===== src/rtl/riscv_pkg.sv =====
// Types shared by the decode/execute boundary: special-instruction codes and
// the decoded bundle handed from ID to EX.
package riscv_pkg;

  localparam int XLEN = 64;

  typedef enum logic [2:0] {
    NONE  = 3'd0,
    JAL   = 3'd1,
    JALR  = 3'd2,
    AUIPC = 3'd3,
    LUI   = 3'd4
  } specinst_e;

  typedef struct packed {
    logic            ers1;
    logic            ers2;
    specinst_e       specinst;
    logic [XLEN-1:0] rs1;
    logic [XLEN-1:0] rs2;
    logic [XLEN-1:0] pc;
    logic [XLEN-1:0] imme;
  } id_ex_bundle_t;

endpackage


===== src/rtl/id_ex_entry.sv =====
// One pipeline slot: a valid bit plus a decoded bundle.
// Clear drops only the valid bit, so the bundle lingers as last-seen payload.
module id_ex_entry
  import riscv_pkg::*;
(
  input  logic          clk_i,
  input  logic          rst_i,
  input  logic          load,
  input  logic          clear,
  input  id_ex_bundle_t d,
  output logic          valid,
  output id_ex_bundle_t q
);

  // NOTE: sequential state is written with <= only, so every flop samples
  // pre-edge values regardless of process ordering.
  always_ff @(posedge clk_i) begin
    if (rst_i) begin
      valid <= 1'b0;
      // NOTE: the payload is reset as well because downstream observes it
      // even when invalid, and it must read as zero right after reset.
      q     <= '0;
    end else if (clear) begin
      valid <= 1'b0;
    end else if (load) begin
      valid <= 1'b1;
      q     <= d;
    end
  end

endmodule


===== src/rtl/id_ex_pipe.sv =====
// ID/EX pipeline register with a two-entry skid buffer, flush and a
// saturating backpressure counter. Main entry drives out_*; skid never bypassed.
module id_ex_pipe
  import riscv_pkg::*;
#(
  parameter int DATA_WIDTH = 64,
  parameter int CNT_WIDTH  = 32
) (
  input  logic                  clk_i,
  input  logic                  rst_i,
  input  logic                  in_valid_i,
  output logic                  in_ready_o,
  input  logic                  in_ers1_i,
  input  logic                  in_ers2_i,
  input  logic [2:0]            in_specinst_i,
  input  logic [DATA_WIDTH-1:0] in_rs1_i,
  input  logic [DATA_WIDTH-1:0] in_rs2_i,
  input  logic [DATA_WIDTH-1:0] in_pc_i,
  input  logic [DATA_WIDTH-1:0] in_imme_i,
  input  logic                  flush_i,
  output logic                  out_valid_o,
  input  logic                  out_ready_i,
  output logic                  out_ers1_o,
  output logic                  out_ers2_o,
  output logic [2:0]            out_specinst_o,
  output logic [DATA_WIDTH-1:0] out_rs1_o,
  output logic [DATA_WIDTH-1:0] out_rs2_o,
  output logic [DATA_WIDTH-1:0] out_pc_o,
  output logic [DATA_WIDTH-1:0] out_imme_o,
  output logic [CNT_WIDTH-1:0]  stall_cnt_o
);

  if (DATA_WIDTH != XLEN) begin : g_width_check
    $error("id_ex_pipe: DATA_WIDTH must equal riscv_pkg::XLEN");
  end

  id_ex_bundle_t in_bundle, main_d, main_q, skid_q;
  logic main_valid, skid_valid;
  logic accept, drain;
  logic main_load, main_clear, skid_load, skid_clear;

  always_comb begin
    in_bundle.ers1     = in_ers1_i;
    in_bundle.ers2     = in_ers2_i;
    in_bundle.specinst = specinst_e'(in_specinst_i);
    in_bundle.rs1      = in_rs1_i;
    in_bundle.rs2      = in_rs2_i;
    in_bundle.pc       = in_pc_i;
    in_bundle.imme     = in_imme_i;
  end

  // Ready depends only on the skid flop (and reset), never on out_ready_i.
  assign in_ready_o = ~skid_valid & ~rst_i;
  assign accept     = in_valid_i & in_ready_o;
  assign drain      = main_valid & out_ready_i;

  // NOTE: every control is a plain continuous assignment or fully assigned in
  // always_comb, so no path can leave a signal unassigned and infer a latch.
  always_comb begin
    main_d     = skid_valid ? skid_q : in_bundle;
    main_load  = ~flush_i & ((accept & (~main_valid | drain)) | (drain & skid_valid));
    main_clear = flush_i | (drain & ~skid_valid & ~accept);
    skid_load  = ~flush_i & accept & main_valid & ~drain;
    skid_clear = flush_i | (drain & skid_valid);
  end

  id_ex_entry u_main (
    .clk_i (clk_i),
    .rst_i (rst_i),
    .load  (main_load),
    .clear (main_clear),
    .d     (main_d),
    .valid (main_valid),
    .q     (main_q)
  );

  id_ex_entry u_skid (
    .clk_i (clk_i),
    .rst_i (rst_i),
    .load  (skid_load),
    .clear (skid_clear),
    .d     (in_bundle),
    .valid (skid_valid),
    .q     (skid_q)
  );

  always_ff @(posedge clk_i) begin
    if (rst_i) begin
      stall_cnt_o <= '0;
    end else if (main_valid & ~out_ready_i & ~flush_i & ~(&stall_cnt_o)) begin
      stall_cnt_o <= stall_cnt_o + CNT_WIDTH'(1);
    end
  end

  assign out_valid_o    = main_valid;
  assign out_ers1_o     = main_q.ers1;
  assign out_ers2_o     = main_q.ers2;
  assign out_specinst_o = main_q.specinst;
  assign out_rs1_o      = main_q.rs1;
  assign out_rs2_o      = main_q.rs2;
  assign out_pc_o       = main_q.pc;
  assign out_imme_o     = main_q.imme;

  // The skid entry is only ever filled behind a valid main entry.
  a_no_orphan_skid : assert property (@(posedge clk_i) disable iff (rst_i)
    !(skid_valid && !main_valid));

endmodule


===== config.mk =====
export PLATFORM = sky130hd
export DESIGN_NAME = id_ex_pipe
export DESIGN_NICKNAME = d
export VERILOG_FILES = /design/src/rtl/riscv_pkg.sv /design/src/rtl/id_ex_entry.sv /design/src/rtl/id_ex_pipe.sv
export SDC_FILE = /design/constraint.sdc
export NUM_CORES = 1
export LEC_CHECK = 0
export BUFFER_PORTS_ARGS = -buffer_cell sky130_fd_sc_hd__buf_2
export CELL_PAD_IN_SITES_DETAIL_PLACEMENT = 1
export CELL_PAD_IN_SITES_GLOBAL_PLACEMENT = 1
export CORE_MARGIN = 5
export CORE_UTILIZATION = 39
export CTS_CLUSTER_SIZE = 30
export DETAILED_ROUTE_END_ITERATION = 6
export PLACE_DENSITY_LB_ADDON = 0.1
export SLEW_MARGIN = 40
export SYNTH_ARGS = -nofsm -noshare
export SYNTH_HDL_FRONTEND = slang
export SYNTH_SLANG_ARGS = --single-unit

===== constraint.sdc =====
create_clock -name clk_i -period 2.5 [get_ports clk_i]
set_clock_uncertainty 0.1 [all_clocks]
set_input_delay 0 -clock clk_i [delete_from_list [all_inputs] [get_ports clk_i]]
set_output_delay 0 -clock clk_i [all_outputs]
set_load 0.02 [all_outputs]

Word level (Yosys, flattened, before mapping)
Index checks and enable logic that the tools add are counted. Widths: inputs -> output; s select.

Bitwise gates (word level): 28. Multiplexer cells: 1. Add/subtract/negate cells: 1. Reductions and logical operators: 5.

Operator list (number): $mux 261 (1); $add 32x1->32 const B (1); $reduce_and 32->1 (1); $and 1x1->1 (14); $not 1->1 (10); $or 1x1->1 (4); $reduce_and 2->1 (2); $reduce_or 2->1 (2).

Input port bits: 266. Word-level logic and storage cells: 52. Output and inout port bits: 295. Register bits: 556.

Longest topological paths before layout
Word-level depth: 8. Depth in mapped cells: 9. Gate-level depth less buffers: 6.

By module
Synthesis repeated with hierarchy kept, for this count alone.

Cells, all modules: 2881. Area, all modules: 28952.8 um^2.

Modules (own cells, without submodules): id_ex_entry (seq. area each 5245.0 um^2, area each 12114.1 um^2, cells an instance 1193, instances 2); id_ex_pipe (seq. area each 640.6 um^2, area each 4724.5 um^2, cells an instance 495, instances 1).

Least setup slack after synthesis
OpenSTA, ideal clock, no wires.

Path kind: register to register. From: register stall_cnt_o[20]. To: register stall_cnt_o[3]. Slack: 266 ps. Clock period less this slack: 2234 ps. Cell stages (with the launch flop): 7. Library setup time: 123 ps. Path buffers: 1. Arrival time: 2011 ps. Required time: 2277 ps. Cells stage by stage: dfxtp_1 nand4_2 or4_1 buf_2 nor3_1 and3b_1 mux2_1.

Word-level cells in the longest chain between the ends: 3.

RTL lines: start: declaration (RTL line id_ex_pipe.sv:30) `output logic [CNT_WIDTH-1:0] stall_cnt_o`; start signal: assignment (RTL line id_ex_pipe.sv:91) `stall_cnt_o <= stall_cnt_o + CNT_WIDTH'(1);`; $reduce_and 32->1 (RTL line id_ex_pipe.sv:90) `end else if (main_valid & ~out_ready_i & ~flush_i & ~(&stall_cnt_o)) begin`; $not 1->1 (RTL line id_ex_pipe.sv:90); $and 1x1->1 (RTL line id_ex_pipe.sv:90).

No other way between the ends. A chain may end at the register's enable or synchronous reset.

Worst setup path after layout
From: register stall_cnt_o[19]. To: register stall_cnt_o[19].

Word-level cells in the longest chain between the ends: 3. Elaborated cells on any way between the ends: 4. Classes of those cells: 1 x add/sub; 2 x bitwise; 1 x reduce/logical.

RTL lines: branches (longest 3 deep; another with $add 32x1->32).

Parallel ways; which one is timed is not known.

==> summary.txt <==
Status
  • Status: completed

Power and ir drop
  • Power per Cell Area: 676 nW/um^2
  • Leakage: 11.3 nW
  • Power, Total: 0.0204 W
  • VDD IR-drop max: between 500 and 600 uV

Setup path
  • R2R cell count: 7
  • CP Data Arrival Time: 2.79 ns
  • Cell chain of the critical path: nand4_2 > or4_1 > buf_4 > o21bai_2 > buf_4 > o21ai_0 > a21oi_1
  • Critical path depth in cells: 7
  • Crit start category: flop
  • Data required, critical path: around 3 ns
  • Cell family with most CP delay: simple AND/OR/NAND/NOR gates
  • Critical Setup Path Class: reg -> reg
  • Critical Path Fanout Max: 16
  • Worst path bufs/invs: 2
  • Setup crit end kind: flop
  • CP peak stage delay: ~0.6 ns
  • CP most frequent cell: buf_4
  • Worst path slowest cell: or4_1

Logic synthesis
  • FF+latch count, synth: around 560
  • Main combinational cell family by area after synthesis: compound AO/OA/AOI/OAI gates
  • Simple-Gate Fraction of Synth Area: 0.161
  • Post-Synth Adder-Cell Area: 0.000574
  • Sequential cell area fraction in the yosys report: 0.510
  • Net Count, Synth: 2773
  • Synthesis warning total: 0
  • Avg Cell Area, Syn: 8.71 um^2
  • Post-Synthesis Cells: 2506
  • Post-synth EDFFs: 0
  • Post-synth ARST share: 0
  • Post-synth top flop: dfxtp_1
  • Synth Area in XOR/XNOR: 0.00120
  • Compound-Gate Fraction of Synth Area: 0.166
  • Syn Std Cell Area: roughly 22000 um^2
  • Fraction of synthesized area in multiplexers: 0.122
  • Synth unique cells: 43

Final layout
  • Layout area overhead: 38.2%
  • Fin nets: around 3500
  • Number of fill cells: 6543
  • Share of cells above drive strength 1: 0.217

Floorplan
  • Die H: 247 um
  • Cell Rows: 86
  • Die ar.: 60800 um^2
  • Starting Density: 0.394
  • # IOs: between 500 and 600
  • Die width: 247 um
  • Core area: about 55000 um^2

Route
  • Final ANT Viol Nets: 0
  • Pre-antenna DRT Iters: 4
  • DR DRC count: 0
  • Final WL: 80500 um
  • Total number of vias: 21000
  • Vias per cell: 5.20
  • Drt first-iter violations: 828
  • Wire per inst: about 20 um

Hold path
  • Worst hold path type: in -> reg
  • Hold path cells: 6

Clock tree
  • Clk sinks: 556
  • Root Driver: clkbuf_16
  • # resized after CTS: 0
  • CTS clk-pin slew, worst paths: 0.06 ns
  • Number of buffers created by CTS: 60
  • CTS H-tree lvls: 2
  • CTS tree: built
  • Clock buffer depth: 3
  • Clock Latency Late Sink: 0.62 ns

STA
  • RSZ-0062 raised after global routing: no
  • Post-Route Setup TNS: 0 ns
  • Final setup vio count: 0
  • Least-Margin Pin Slew: between 0.8 and 0.9 ns
  • FMAX: around 430 MHz
  • Period utilisation layout: 0.939
  • Worst slew margin: 0.462
  • Tmin final: 2.35 ns
  • Final hold viol count: 0
  • Slew Viols, Final: 0

Run
  • MaxCap Viol Count: 0

GRT
  • Initial antenna violation count: 21
  • Gr ovfl total: 0
  • Largest net degree at the start of global routing: 197
  • Vias in the first global route: 22000
  • Gr usage total: 0.251
  • First-pass GRT wire length: 123000 um

Placed design
  • GP Congestion: about 0.82
  • Port-buffer cells: 560
  • Final HPWL DP: 51500 um
[cell usage after synthesis, types with 2 or more instances]
cell type    n  area share
o21a_1       4      0.0014
clkbuf_1   180       0.031
dfxtp_1    556        0.51
xnor2_1      2     0.00080
o31ai_1     10      0.0034
nand3_1     10      0.0023
nor2b_1      3     0.00086
o211ai_1     3      0.0010
nand4_1      7      0.0020
o21ai_0     11      0.0025
nor2_1     270       0.046
nor3_1       7      0.0016
and4_1       3      0.0012
nand2_1    537       0.092
or3_1       13      0.0037
nor4_1       3     0.00086
a21oi_1    284       0.065
inv_1        6      0.0010
and3_1       4      0.0011
buf_1       15      0.0026
mux2_2       2      0.0010
mux2i_1    262        0.12
or4_1       13      0.0045
a211oi_1   262       0.090
or2_2        3     0.00086
buf_2       19      0.0044
[per-stage QoR]
step | util | cells | setup WS, ns | area (um^2) | hold slack (ns)
after floorplan | - | 2506 | 0.266 | 21800 | 0.0191
after global placement | 0.459 | 3644 | 0.299 | 25400 | 0.142
after detailed placement | 0.459 | 3645 | 0.199 | 25400 | 0.157
after CTS | 0.544 | 4025 | 0.0866 | 30100 | 0.0352
after global routing | 0.545 | 4041 | 0.0309 | 30200 | 0.0662
final | 0.545 | 4043 | 0.153 | 30200 | 0.0558
[registers in the layout (all words and copies together) (netlist names)]
register	flops
u_skid.valid	1
u_skid.q	261
u_main.q	261
stall_cnt_o	32
u_main.valid	1
[layout by cell type, fill, tap and decap left out, types with 3 or more instances in the layout]
cell           Yosys  routed
o211ai_1           3       3
a211oi_1         262     262
buf_12             0      23
nand2_1          537     537
or2_2              3       3
mux2i_1          262     262
a21oi_1          284     284
buf_2             19     559
clkbuf_16          0      61
nor4_1             3       3
nand3_1           10      10
inv_1              6       6
diode_2            0      16
o31ai_1           10      10
dfxtp_1          556     555
buf_4              1      21
clkinv_2           0       9
o21ai_0           11      11
dlygate4sd3_1      0     270
nor2b_1            3       3
clkbuf_8           0      13
nand4_1            7       7
clkbuf_1         180      21
o21a_1             4       4
or4_1             13      12
or3_1             13      13
nor2_1           270     270
nor3_1             7       6
and3_1             4       4
and4_1             3       3
bufinv_16          0       4
[power by group]
part | leakage (nW) | internal, W | switching [W] | total (W)
combinational | 5.77 | 0.000924 | 0.00128 | 0.00220
clock | 0.971 | 0.00527 | 0.00366 | 0.00893
sequential | 4.51 | 0.00912 | 0.000145 | 0.00926
total | 11.3 | 0.0153 | 0.00508 | 0.0204
[per-layer routing]
| metal | wire (um) | vias up | GRT usage |
|---|---|---|---|
| met5 | 67 | - | 0 |
| met4 | 3580 | 10 | 0.110 |
| met3 | 5070 | 182 | 0.0663 |
| met2 | 40200 | 508 | 0.444 |
| met1 | 31600 | 10200 | 0.285 |
| li1 | - | 10100 | - |
[path summary, 6_finish.rpt]
kind	from	endpoint	slack, ns
worst max-delay path	stall_cnt_o[19]	stall_cnt_o[19]	0.15
worst min-delay path	in_valid_i	u_skid.q[38]	0.06
worst min register to register	u_skid.q[8]	u_skid.q[8]	0.35
worst max register to register	stall_cnt_o[19]	stall_cnt_o[19]	0.15
[final cells by class]
| class | instances | area, um^2 | share of cell area |
|---|---|---|---|
| flip-flops and latches | 556 | 11100 | 0.369 |
| multi-input cells | 1728 | 9840 | 0.326 |
| repair buffers | 878 | 6210 | 0.206 |
| clock buffers | 95 | 1780 | 0.0592 |
| well taps | 748 | 936 | 0.0310 |
| clock inverters | 15 | 183 | 0.00606 |
| diodes | 16 | 40.0 | 0.00133 |
| inverters | 7 | 26.3 | 0.000871 |
[worst register-to-register path: stages (launching register included)]
cell and delay [ns]:
dfxtp_1 0.46, nand4_2 0.20, or4_1 0.60, buf_4 0.20, o21bai_2 0.16, buf_4 0.24
o21ai_0 0.12, a21oi_1 0.18
[cells by family (layout without fill, tap and decap cells)]
| logic type | Yosys count | after routing |
|---|---|---|
| fa+ha+maj | 1 | 1 |
| other cells | 0 | 16 |
| simple gates | 879 | 879 |
| xor+xnor | 3 | 3 |
| compound gates | 580 | 580 |
| buf+inv | 222 | 995 |
| mux | 265 | 265 |
| flops | 556 | 556 |
[timing repair]
item,CTS,global route
hold buffers,270,0
setup endpoints to repair,0,2
endpoints found under the hold margin,552,0
buffers inserted,0,1
No activity file was read; power rests on OpenSTA's default activity.
